<file path="src/rtl/mac_pkg.sv">
// Shared types and constants for the MAC row feeder and its tile row.
package mac_pkg;

    typedef enum logic [2:0] {
        IDLE  = 3'd0,
        LOAD  = 3'd1,
        EXEC  = 3'd2,
        DRAIN = 3'd3,
        DONE  = 3'd4
    } state_t;

    localparam logic [1:0] INST_NOP  = 2'b00;
    localparam logic [1:0] INST_LOAD = 2'b01;
    localparam logic [1:0] INST_EXEC = 2'b10;

    localparam int BW_DEF     = 4;
    localparam int COL_DEF    = 8;
    localparam int LEN_BW_DEF = 8;

endpackage

</file>
<file path="src/rtl/mac_row_feeder.sv">
// West-edge feeder for one MAC tile row: kernel load, execute, then drain.
// state | meaning
// IDLE  | waiting for start; outputs hold
// LOAD  | accepting nw weights (col, or 2*col in 2b mode)
// EXEC  | accepting exec_len activations
// DRAIN | col+1 idle cycles so the last word ripples through the row
// DONE  | one-cycle done pulse
module mac_row_feeder
    import mac_pkg::*;
#(
    parameter int bw     = BW_DEF,
    parameter int col    = COL_DEF,
    parameter int len_bw = LEN_BW_DEF
) (
    input  logic              clk,
    input  logic              reset,
    input  logic              start,
    input  logic              mode_2b_in,
    input  logic [len_bw-1:0] exec_len,
    input  logic [bw-1:0]     wgt_data,
    input  logic              wgt_valid,
    output logic              wgt_ready,
    input  logic [bw-1:0]     act_data,
    input  logic              act_valid,
    output logic              act_ready,
    output logic [bw-1:0]     out_w,
    output logic [1:0]        inst_w,
    output logic              mode_2b,
    output logic              busy,
    output logic              done
);

    localparam int LW = $clog2(2*col + 1);
    localparam int DW = $clog2(col + 2);

    state_t            state, state_nx;
    logic [LW-1:0]     load_cnt;
    logic [len_bw-1:0] exec_cnt;
    logic [len_bw-1:0] exec_len_q;
    logic [DW-1:0]     drain_cnt;
    logic [LW-1:0]     nw;
    logic              wgt_hs, act_hs;
    logic [bw-1:0]     out_w_nx;
    logic [1:0]        inst_w_nx;

    // Readies depend on state only so the upstream never sees a valid-to-ready path.
    assign wgt_ready = (state == LOAD);
    assign act_ready = (state == EXEC);
    assign wgt_hs    = wgt_valid & wgt_ready;
    assign act_hs    = act_valid & act_ready;
    assign nw        = mode_2b ? LW'(2*col) : LW'(col);

    always_comb begin
        state_nx  = state;
        out_w_nx  = out_w;
        inst_w_nx = INST_NOP;
        case (state)
            IDLE: begin
                if (start) state_nx = LOAD;
            end
            LOAD: begin
                if (wgt_hs) begin
                    out_w_nx  = wgt_data;
                    inst_w_nx = INST_LOAD;
                    if (load_cnt + LW'(1) == nw)
                        state_nx = (exec_len_q == '0) ? DRAIN : EXEC;
                end
            end
            EXEC: begin
                if (act_hs) begin
                    out_w_nx = act_data;
                    // 2b activations are unsigned; the tile expects the upper bits clear.
                    if (mode_2b) out_w_nx[bw-1:2] = '0;
                    inst_w_nx = INST_EXEC;
                    if (exec_cnt + len_bw'(1) == exec_len_q) state_nx = DRAIN;
                end
            end
            DRAIN: begin
                out_w_nx = '0;
                if (drain_cnt == DW'(col)) state_nx = DONE;
            end
            DONE: begin
                state_nx = IDLE;
            end
            default: begin
                state_nx = IDLE;
            end
        endcase
    end

    always_ff @(posedge clk) begin
        if (reset) begin
            state      <= IDLE;
            out_w      <= '0;
            inst_w     <= INST_NOP;
            mode_2b    <= 1'b0;
            busy       <= 1'b0;
            done       <= 1'b0;
            exec_len_q <= '0;
            load_cnt   <= '0;
            exec_cnt   <= '0;
            drain_cnt  <= '0;
        end else begin
            state  <= state_nx;
            out_w  <= out_w_nx;
            inst_w <= inst_w_nx;
            busy   <= (state_nx != IDLE);
            done   <= (state_nx == DONE);
            if (state == IDLE && start) begin
                mode_2b    <= mode_2b_in;
                exec_len_q <= exec_len;
            end
            if (state_nx != state) begin
                load_cnt  <= '0;
                exec_cnt  <= '0;
                drain_cnt <= '0;
            end else begin
                if (wgt_hs)         load_cnt  <= load_cnt + LW'(1);
                if (act_hs)         exec_cnt  <= exec_cnt + len_bw'(1);
                if (state == DRAIN) drain_cnt <= drain_cnt + DW'(1);
            end
        end
    end

endmodule

</file>
<file path="config.mk">
export PLATFORM = sky130hd
export DESIGN_NAME = mac_row_feeder
export DESIGN_NICKNAME = d
export VERILOG_FILES = /design/src/rtl/mac_pkg.sv /design/src/rtl/mac_row_feeder.sv
export SDC_FILE = /design/constraint.sdc
export NUM_CORES = 1
export LEC_CHECK = 0
export BUFFER_PORTS_ARGS = -buffer_cell sky130_fd_sc_hd__buf_2
export CAP_MARGIN = 20
export CORE_UTILIZATION = 49
export DETAILED_ROUTE_END_ITERATION = 6
export PLACE_DENSITY = 0.74
export SLEW_MARGIN = 0
export SYNTH_ARGS = -nofsm -noshare
export SYNTH_HDL_FRONTEND = slang
export SYNTH_SLANG_ARGS = --single-unit
</file>
<file path="constraint.sdc">
create_clock -name clk -period 2.76 [get_ports clk]
set_input_delay 0.138 -clock clk [delete_from_list [all_inputs] [get_ports clk]]
set_output_delay 0.138 -clock clk [all_outputs]
set_load 0.01 [all_outputs]
</file>
# --- Word-level counts from Yosys, hierarchy flattened ---
# Cells that the tools add are included.
word_totals:
  ff_bits: 37
  out_inout_bits: 11
  elab_cells: 48
classes:
  addsub: 3
  eq_ne: 10
  mux: 16
  n_bitwise: 2
  n_reduce_logical: 7
op_table:
  columns: ["cell", "n"]
  rows:
  - ["$mux W3", 6]
  - ["$pmux W3 S4", 1]
  - ["$pmux W4 S3", 1]
  - ["$add A8 B1 Y8 const B", 1]
  - ["$eq A8 B8 Y1", 1]
  - ["$logic_not A8 Y1", 1]
  - ["$mux W4", 2]
  - ["$eq A3 B2 Y1 const B", 2]
  - ["$reduce_bool A3 Y1", 2]
  - ["$add A5 B1 Y5 const B", 1]
  - ["$eq A5 B5 Y1", 1]
  - ["$mux W5", 1]
  - ["$add A4 B1 Y4 const B", 1]
  - ["$eq A4 B4 Y1 const B", 1]
  - ["$mux W2", 2]
  - ["$ne A2 B1 Y1 const B", 2]
  - ["$pmux W2 S2", 1]
  - ["$eq A3 B1 Y1 const B", 1]
  - ["$eq A3 B3 Y1 const B", 1]
  - ["$logic_not A3 Y1", 1]
  - ["$ne A3 B3 Y1", 1]
  - ["$reduce_and A3 Y1", 1]
  - ["$and A1 B1 Y1", 2]
  - ["$mux W1", 2]
  - ["other kinds (2)", 2]

# --- Longest topological paths before layout ---
# Gate-level depths: netlist of run 1.
logic_depth:
  depth_word: 7
  mapped_depth: 9
  depth_no_buf: 8

# --- Worst setup path after synthesis of run 1 ---
# Ideal clock, no wire load.
synth_path:
  path_kind: "flip-flop to flip-flop"
  from: "reg exec_cnt[0]"
  to: "reg load_cnt[0]"
  setup_ps: 119
  arrival_time_ps: 2024
  required_ps: 2641
  slack_ps: 617
  path_stages_with_launch: 10
  n_path_buf: 2
  synth_period_minus_slack_ps: 2143
  path_cell_list: "dfxtp_1 > ha_1 > buf_2 > o21ba_1 > a221o_1 > a221oi_2 > o2111ai_2 > nand3b_4 > buf_12 > nor2_4"
synth_between:
  elab_chain_len: 7
synth_lines:
  columns: ["item", "line", "text"]
  rows:
  - ["from (decl)", "mac_row_feeder.sv:38", "logic [len_bw-1:0] exec_cnt;"]
  - ["from (signal assigned)", "mac_row_feeder.sv:119", "if (act_hs) exec_cnt <= exec_cnt + len_bw'(1);"]
  - ["$add A8 B1 Y8", "mac_row_feeder.sv:75", "if (exec_cnt + len_bw'(1) == exec_len_q) state_nx = DRAIN;"]
  - ["$eq A8 B8 Y1", "mac_row_feeder.sv:75", null]
  - ["$mux W3", "mac_row_feeder.sv:75", null]
  - ["$mux W3", "mac_row_feeder.sv:70", "if (act_hs) begin"]
  - ["$pmux W3 S4", "mac_row_feeder.sv:57", "case (state)"]
  - ["$ne A3 B3 Y1", "mac_row_feeder.sv:113", "if (state_nx != state) begin"]
  - ["$reduce_or A2 Y1 (no source line)", null, null]
  - ["to (signal assigned)", "mac_row_feeder.sv:118", "if (wgt_hs) load_cnt <= load_cnt + LW'(1);"]
  - ["to (decl)", "mac_row_feeder.sv:37", "logic [LW-1:0] load_cnt;"]
# Every way passes these cells.
# A chain may end at the register's enable or synchronous reset.

# --- Worst setup path after layout of run 1 ---
layout_path:
  from: "reg exec_cnt[0]"
  to: "reg exec_cnt[0]"
layout_between:
  elab_chain_len: 7
layout_lines:
  columns: ["item", "line"]
  rows:
  - ["$add A8 B1 Y8 (*)", "mac_row_feeder.sv:75, mac_row_feeder.sv:119"]
  - ["$eq A8 B8 Y1", "mac_row_feeder.sv:75"]
  - ["$mux W3", "mac_row_feeder.sv:75"]
  - ["$mux W3", "mac_row_feeder.sv:70"]
  - ["$pmux W3 S4", "mac_row_feeder.sv:57"]
  - ["$ne A3 B3 Y1", "mac_row_feeder.sv:113"]
  - ["$reduce_or A2 Y1 (no source line)", null]
# Every way passes the cells marked *; elsewhere a longest branch is shown, timed or not.

==> run_summary.xml, run 1 <==
<?xml version="1.0" encoding="UTF-8"?>
<metrics>
  <group name="logic_synthesis">
    <metric name="commonest_register_cell_after_synthesis" unit="">dfxtp_1</metric>
    <metric name="ys_warns" unit="">0</metric>
    <metric name="synth_enable_flop_cells" unit="">0</metric>
    <metric name="synth_seq_cells" unit="">37</metric>
    <metric name="syn_inst" unit="">241</metric>
    <metric name="synthesis.area_per_instance" unit="µm²">8.39</metric>
    <metric name="seq_area_frac_synth" unit="">0.366</metric>
    <metric name="synth.distinct_cells" unit="">49</metric>
    <metric name="postSynth.asyncResetShare" unit="">0</metric>
    <metric name="synthesis.nets" unit="">267</metric>
    <metric name="syn_area" unit="µm²">2020</metric>
  </group>
  <group name="final_layout">
    <metric name="drive_above_1_share" unit="">0.212</metric>
    <metric name="nNetsFinal" unit="">296</metric>
    <metric name="syn2layout_area_growth" unit="%">10.8</metric>
    <metric name="final_cell_area" unit="µm²">2240</metric>
    <metric name="filler_cell_count" unit="">357</metric>
    <metric name="final-instance-count-excl-fill" unit="">317</metric>
    <metric name="insertedDiodeCount" unit="">0</metric>
  </group>
  <group name="place">
    <metric name="gp_congestion" unit="">0.868</metric>
    <metric name="numPortBuffers" unit="">32</metric>
    <metric name="detailed_place.area" unit="µm²">2170</metric>
    <metric name="place_hpwl" unit="µm">3300</metric>
    <metric name="placedCellCount" unit="">311</metric>
  </group>
  <group name="floorplan">
    <metric name="total_die_area" unit="µm²">4390</metric>
    <metric name="initial_utilization" unit="">0.532</metric>
    <metric name="core.rowCount" unit="">22</metric>
    <metric name="die_height" unit="µm">66.2</metric>
    <metric name="num_io_pins" unit="">33</metric>
    <metric name="fp.dieW" unit="µm">66.2</metric>
    <metric name="core" unit="µm²">3800</metric>
  </group>
  <group name="timing">
    <metric name="worst_case_headroom_to_the_max_slew_limit" unit="">0.590</metric>
    <metric name="grt_setup_unrepaired" unit="">false</metric>
    <metric name="setup_viol" unit="">0</metric>
    <metric name="final.setup_skew" unit="ns">0.00899</metric>
    <metric name="finalMaxSlewViolations" unit="">0</metric>
    <metric name="final_hold_viol_count" unit="">0</metric>
    <metric name="final_min_period_over_clock_period" unit="">0.848</metric>
    <metric name="worst_pin_slew" unit="ns">0.614</metric>
    <metric name="final_period_minus_worst_setup_slack" unit="ns">2.34</metric>
    <metric name="totalNegativeSetupSlack" unit="ns">0</metric>
    <metric name="max_freq" unit="GHz">0.427</metric>
  </group>
  <group name="critical_path">
    <metric name="critical_path.max_fanout" unit="">13</metric>
    <metric name="critical-path-slowest-cell" unit="">dfxtp_1</metric>
    <metric name="setup.reg_to_reg.worst_slack" unit="ns">0.42</metric>
    <metric name="critPathArrivalTime" unit="ns">2.51</metric>
    <metric name="slowest_delay" unit="ns">0.44</metric>
    <metric name="startpoint_type" unit="">register</metric>
    <metric name="rr_startpoint" unit="">exec_cnt[0]</metric>
    <metric name="crit_type" unit="">register to register</metric>
    <metric name="reg2reg_depth" unit="">7</metric>
    <metric name="crit_chain" unit="">ha_1, nand3b_1, a221o_1, a221oi_2, o2111ai_2, nand3b_4, nor2_1</metric>
    <metric name="cp.required" unit="ns">2.93</metric>
    <metric name="critical_path.endpoint_type" unit="">register</metric>
    <metric name="rr_endpoint" unit="">exec_cnt[0]</metric>
  </group>
  <group name="routing">
    <metric name="antenna_left" unit="">0</metric>
    <metric name="route.final.wire_length" unit="µm">4500</metric>
    <metric name="route.detailed.wl_per_inst" unit="µm">14.2</metric>
    <metric name="initialDrtViolationCount" unit="">110</metric>
    <metric name="route.vias.total" unit="">1787</metric>
    <metric name="avgViaCountPerCell" unit="">5.64</metric>
    <metric name="remaining_drc_errors" unit="">0</metric>
    <metric name="drt_pass1_iterations" unit="">5</metric>
  </group>
  <group name="global_routing">
    <metric name="grt_overflow" unit="">0</metric>
    <metric name="number_of_global_route_vias_before_repair" unit="">1596</metric>
    <metric name="antenna_found_initial" unit="">0</metric>
    <metric name="grt_first_pass_wirelength" unit="µm">7590</metric>
    <metric name="overall_global_routing_resource_usage" unit="">0.231</metric>
    <metric name="maximum_number_of_pins_on_one_net_before_global_route_repair" unit="">20</metric>
  </group>
  <group name="clock_tree">
    <metric name="cts_tree" unit="">yes</metric>
    <metric name="cts_hold_buf" unit="">0</metric>
    <metric name="clk_pin_slew" unit="ns">0.07</metric>
    <metric name="bufs_on_longest_clock_path" unit="">2</metric>
    <metric name="cts-buffers-inserted" unit="">5</metric>
    <metric name="postCtsSetupRepairBufs" unit="">0</metric>
    <metric name="h-tree-depth" unit="">2</metric>
    <metric name="numClockSinks" unit="">37</metric>
    <metric name="root_buf_cell" unit="">clkbuf_8</metric>
    <metric name="post_cts_resized" unit="">0</metric>
    <metric name="worst_skew_pair.late_latency" unit="ns">0.29</metric>
  </group>
  <group name="min_path">
    <metric name="worst_hold_path.endpoint" unit="">exec_len_q[1]</metric>
    <metric name="holdPathStages" unit="">3</metric>
    <metric name="min-delay-path-class" unit="">input pin to register</metric>
    <metric name="min-delay-start" unit="">exec_len[1]</metric>
  </group>
  <group name="pwr">
    <metric name="leakage_power" unit="nW">0.888</metric>
    <metric name="total_power" unit="mW">1.02</metric>
    <metric name="power_density" unit="nW/µm²">456</metric>
    <metric name="max_ir_drop_vdd" unit="mV">0.363</metric>
  </group>
  <group name="flow_run">
    <metric name="drv_cap" unit="">0</metric>
  </group>
  <group name="outcome">
    <metric name="status" unit="">finished clean</metric>
  </group>
</metrics>
[worst max-delay path by stage]
| stage | start | end | slack, ns | depth (start not counted) |
|---|---|---|---|---|
| final | exec_cnt[0] | exec_cnt[0] | 0.42 | 7 |
| after global routing | exec_cnt[0] | exec_cnt[0] | 0.24 | 7 |
| after CTS | exec_cnt[0] | exec_cnt[0] | 0.41 | 7 |
| after detailed placement | exec_cnt[0] | exec_cnt[0] | 0.42 | 7 |
| after global placement | exec_cnt[0] | exec_cnt[2] | 0.55 | 7 |
| after floorplan | exec_cnt[0] | load_cnt[0] | 0.62 | 9 |
[kinds of logic after synthesis]
group / share of synthesized area
AND/OR/NAND/NOR: 0.310
flip-flops: 0.366
buffers and inverters: 0.0520
AO/OA/AOI/OAI: 0.150
adder cells (fa/ha/maj): 0.0248
multiplexers: 0.00990
XOR/XNOR: 0.0866
[cell usage after synthesis (4+ instances only)]
master / instances / area, µm²
nand4_1: 7 / 43.8
and3_1: 6 / 37.5
inv_1: 4 / 15.0
clkbuf_1: 5 / 18.8
xor2_1: 10 / 87.6
nand2_1: 33 / 124
a21oi_1: 22 / 110
nor2_1: 19 / 71.3
a211oi_1: 5 / 37.5
o21ai_0: 4 / 20.0
dfxtp_1: 37 / 741
ha_1: 4 / 50.1
nand3_1: 10 / 50.1
nor2_2: 9 / 56.3
xnor2_1: 10 / 87.6
nor2b_1: 4 / 25.0
nor3_1: 6 / 30.0
[power breakdown]
part,switching (mW),internal (mW),total (mW)
Sequential,0.0175,0.549,0.567
Clock,0.179,0.166,0.345
Combinational,0.0635,0.0470,0.111
Total,0.260,0.762,1.02
[state kept, by name, summed over array words and instances (netlist names)]
signal      cells
busy            1
done            1
drain_cnt       4
exec_cnt        8
exec_len_q      8
inst_w          2
load_cnt        5
mode_2b         1
out_w           4
state           3
[worst max-delay path, delay by kind of cell, from the launching register on]
family / cells / cell delay [ns]
AND/OR/NAND/NOR: 3 / 0.50
adder cells (fa/ha/maj): 1 / 0.36
flip-flops: 1 / 0.44
AO/OA/AOI/OAI: 3 / 0.92
[layout by cell type (no fill, tap or decap), drive strengths merged, types with 6 or more instances in the layout]
cell / netlist / layout
a21oi: 22 / 22
buf: 7 / 34
xor2: 10 / 10
nand4: 7 / 7
nor2: 29 / 29
xnor2: 10 / 10
dfxtp: 37 / 37
nor3: 6 / 6
and3: 7 / 7
nand2: 33 / 33
nand3: 10 / 10
[cell type report]
| cell class | instances | area [µm²] | area share |
|---|---|---|---|
| tap | 48 | 60.1 | 0.0268 |
| clock inverter | 1 | 5.00 | 0.00223 |
| multi-input combinational | 188 | 1180 | 0.525 |
| clock buffer | 5 | 68.8 | 0.0307 |
| timing repair buffer | 34 | 175 | 0.0782 |
| inverter | 4 | 15.0 | 0.00670 |
| sequential | 37 | 741 | 0.331 |
[stage by stage]
step                utilization  hold WS (ns)  setup WS (ns)
global placement          0.570         0.380          0.548
detailed placement        0.570         0.388          0.420
CTS                       0.590        0.0813          0.413
finish                    0.590        0.0844          0.419
floorplan                     -         0.274          0.617
global route              0.590        0.0910          0.239
[per-layer routing]
metal,track usage,share of wire
met1,0.323,0.47
met2,0.339,0.47
met3,0.0534,0.049
met4,0.0931,0.013
met5,0,0
(Power assumes the default switching activity.)
==> run 2, diff against run 1 <==
- clock period: 2.76 -> 2.5 ns (I/O delays scaled with it)
==> run 2 against run 1 <==
  * Clock power is 19% higher
  * Wire length is 1.7% higher
  * Highest routed layer unchanged
  * Largest cell class unchanged
  * Design area is 0.56% higher
  * Sequential share of layout area is 0.18 points lower
  * Die area stayed put
  * Via count is 0.17% higher
  * Hold slack worse by 0.013 ns
  * Clock skew is 0.0023 ns lower
  * Setup slack worse by 0.22 ns
  * Register-to-register slack worse by 0.22 ns
  * Combinational power is 9.9% higher
  * Sequential power is 10% higher
==> run_summary.xml, run 2 (same netlist as run 1, synthesis figures left out) <==
<?xml version="1.0" encoding="UTF-8"?>
<metrics>
  <group name="floorplan">
    <metric name="initial_utilization" unit="">0.532</metric>
    <metric name="die_height" unit="µm">66.2</metric>
    <metric name="num_io_pins" unit="">33</metric>
    <metric name="total_die_area" unit="µm²">4390</metric>
    <metric name="core.rowCount" unit="">22</metric>
    <metric name="fp.dieW" unit="µm">66.2</metric>
    <metric name="core" unit="µm²">3800</metric>
  </group>
  <group name="routing">
    <metric name="drt_pass1_iterations" unit="">4</metric>
    <metric name="route.detailed.wl_per_inst" unit="µm">14.4</metric>
    <metric name="route.final.wire_length" unit="µm">4580</metric>
    <metric name="avgViaCountPerCell" unit="">5.63</metric>
    <metric name="antenna_left" unit="">0</metric>
    <metric name="initialDrtViolationCount" unit="">110</metric>
    <metric name="remaining_drc_errors" unit="">0</metric>
    <metric name="route.vias.total" unit="">1790</metric>
  </group>
  <group name="global_routing">
    <metric name="maximum_number_of_pins_on_one_net_before_global_route_repair" unit="">20</metric>
    <metric name="grt_use_met2" unit="">0.372</metric>
    <metric name="grtUsageMet3" unit="">0.0448</metric>
    <metric name="overall_global_routing_resource_usage" unit="">0.228</metric>
    <metric name="gr-max-usage-layer" unit="">met2</metric>
    <metric name="antenna_found_initial" unit="">0</metric>
    <metric name="grt_first_pass_wirelength" unit="µm">7530</metric>
    <metric name="number_of_global_route_vias_before_repair" unit="">1638</metric>
    <metric name="grt_overflow" unit="">0</metric>
    <metric name="grt_use_met1" unit="">0.296</metric>
  </group>
  <group name="critical_path">
    <metric name="critical_path.max_fanout" unit="">13</metric>
    <metric name="crit_type" unit="">register to register</metric>
    <metric name="cp.required" unit="ns">2.67</metric>
    <metric name="setup.worst_path.start" unit="">exec_cnt[0]</metric>
    <metric name="reg2reg_depth" unit="">7</metric>
    <metric name="rr_startpoint" unit="">exec_cnt[0]</metric>
    <metric name="startpoint_type" unit="">register</metric>
    <metric name="critical_path.endpoint_type" unit="">register</metric>
    <metric name="critPathArrivalTime" unit="ns">2.47</metric>
  </group>
  <group name="timing">
    <metric name="timing.final.ws_setup" unit="ns">0.195</metric>
    <metric name="worst_case_headroom_to_the_max_slew_limit" unit="">0.624</metric>
    <metric name="final_hold_viol_count" unit="">0</metric>
    <metric name="grt_setup_unrepaired" unit="">false</metric>
    <metric name="setup_viol" unit="">0</metric>
    <metric name="max_freq" unit="GHz">0.434</metric>
    <metric name="worst_pin_slew" unit="ns">0.564</metric>
    <metric name="final.setup_skew" unit="ns">0.00671</metric>
    <metric name="final_period_minus_worst_setup_slack" unit="ns">2.30</metric>
    <metric name="final_min_period_over_clock_period" unit="">0.922</metric>
    <metric name="totalNegativeSetupSlack" unit="ns">0</metric>
    <metric name="finalMaxSlewViolations" unit="">0</metric>
  </group>
  <group name="final_layout">
    <metric name="syn2layout_area_growth" unit="%">11.4</metric>
    <metric name="biggestRegsByFlops" unit="">exec_cnt x8, exec_len_q x8, load_cnt x5</metric>
    <metric name="drive_above_1_share" unit="">0.211</metric>
    <metric name="final_cell_mix" unit="">dfxtp_1, nand2_1, buf_2</metric>
    <metric name="nNetsFinal" unit="">296</metric>
    <metric name="final-instance-count-excl-fill" unit="">318</metric>
    <metric name="layout_commonest_cell" unit="">dfxtp_1</metric>
    <metric name="insertedDiodeCount" unit="">0</metric>
  </group>
  <group name="clock_tree">
    <metric name="worst_skew_pair.late_latency" unit="ns">0.29</metric>
    <metric name="root_buf_cell" unit="">clkbuf_8</metric>
    <metric name="postCtsSetupRepairBufs" unit="">0</metric>
    <metric name="post_cts_resized" unit="">0</metric>
    <metric name="cts-buffers-inserted" unit="">5</metric>
    <metric name="numClockSinks" unit="">37</metric>
    <metric name="bufs_on_longest_clock_path" unit="">2</metric>
    <metric name="cts_hold_buf" unit="">0</metric>
    <metric name="h-tree-depth" unit="">2</metric>
    <metric name="clk_pin_slew" unit="ns">0.07</metric>
    <metric name="cts_tree" unit="">yes</metric>
  </group>
  <group name="place">
    <metric name="gp_congestion" unit="">0.867</metric>
    <metric name="placedCellCount" unit="">311</metric>
    <metric name="place_hpwl" unit="µm">3360</metric>
    <metric name="dpl_worst_slack" unit="ns">0.204</metric>
    <metric name="numPortBuffers" unit="">32</metric>
  </group>
  <group name="pwr">
    <metric name="power_density" unit="nW/µm²">515</metric>
    <metric name="p_sw_frac" unit="">0.244</metric>
    <metric name="power.share.sequential" unit="">0.539</metric>
    <metric name="share_comb_of_total_power" unit="">0.105</metric>
    <metric name="switchingPower" unit="µW">284</metric>
    <metric name="leakage_power" unit="nW">0.892</metric>
    <metric name="cell_internal_pwr" unit="µW">877</metric>
    <metric name="max_ir_drop_vdd" unit="mV">0.285</metric>
    <metric name="power_frac_clock" unit="">0.355</metric>
  </group>
  <group name="min_path">
    <metric name="min-delay-path-class" unit="">input pin to register</metric>
    <metric name="min-delay-start" unit="">exec_len[1]</metric>
    <metric name="holdPathStages" unit="">3</metric>
  </group>
  <group name="flow_run">
    <metric name="drv_cap" unit="">0</metric>
  </group>
  <group name="outcome">
    <metric name="status" unit="">finished clean</metric>
  </group>
</metrics>
run 2: path summary, 6_finish.rpt:
check                       end  slack (ns)
setup / recovery    exec_cnt[0]        0.20
setup reg to reg    exec_cnt[0]        0.20
hold / removal    exec_len_q[1]        0.07
hold reg to reg   exec_len_q[1]        0.49
run 2: metrics by stage:
stage	utilization	area (µm²)	power, mW	hold WS (ns)
floorplan	-	2020	0.716	0.261
global placement	0.570	2170	0.758	0.368
global route	0.593	2250	1.21	0.0897
finish	0.593	2250	1.16	0.0718
CTS	0.593	2250	1.16	0.0764
detailed placement	0.570	2170	0.761	0.375
run 2: critical path: stages, from the launching register on:
cell and delay (ns):
dfxtp_1 0.37, ha_1 0.32, o21ba_1 0.20, a221o_1 0.35, a221oi_2 0.31, o2111ai_2 0.26
nand3b_4 0.30, nor2_1 0.08
run 2: cell type report:
type | instances | area [µm²]
fillers | 354 | 1550
multi-input cells | 188 | 1180
flip-flops and latches | 37 | 741
repair buffers | 34 | 175
clock buffers | 7 | 86.3
well taps | 48 | 60.1
inverters | 4 | 15.0
run 2: layer usage:
| layer | vias to the layer above | share of wire |
|---|---|---|
| met5 | - | 0 |
| met4 | 0 | 0.0050 |
| met3 | 4 | 0.037 |
| met2 | 40 | 0.48 |
| li1 | 902 | - |
| met1 | 844 | 0.48 |
run 2: power groups by stage:
| stage | Clock [mW] | Sequential [mW] | Combinational [mW] |
|---|---|---|---|
| 2_1_floorplan | 0 | 0.635 | 0.0813 |
| 3_3_place_gp | 0 | 0.638 | 0.120 |
| 3_5_place_dp | 0 | 0.639 | 0.122 |
| 4_1_cts | 0.416 | 0.625 | 0.122 |
| 5_1_grt | 0.445 | 0.627 | 0.135 |
| 6_report | 0.412 | 0.626 | 0.122 |
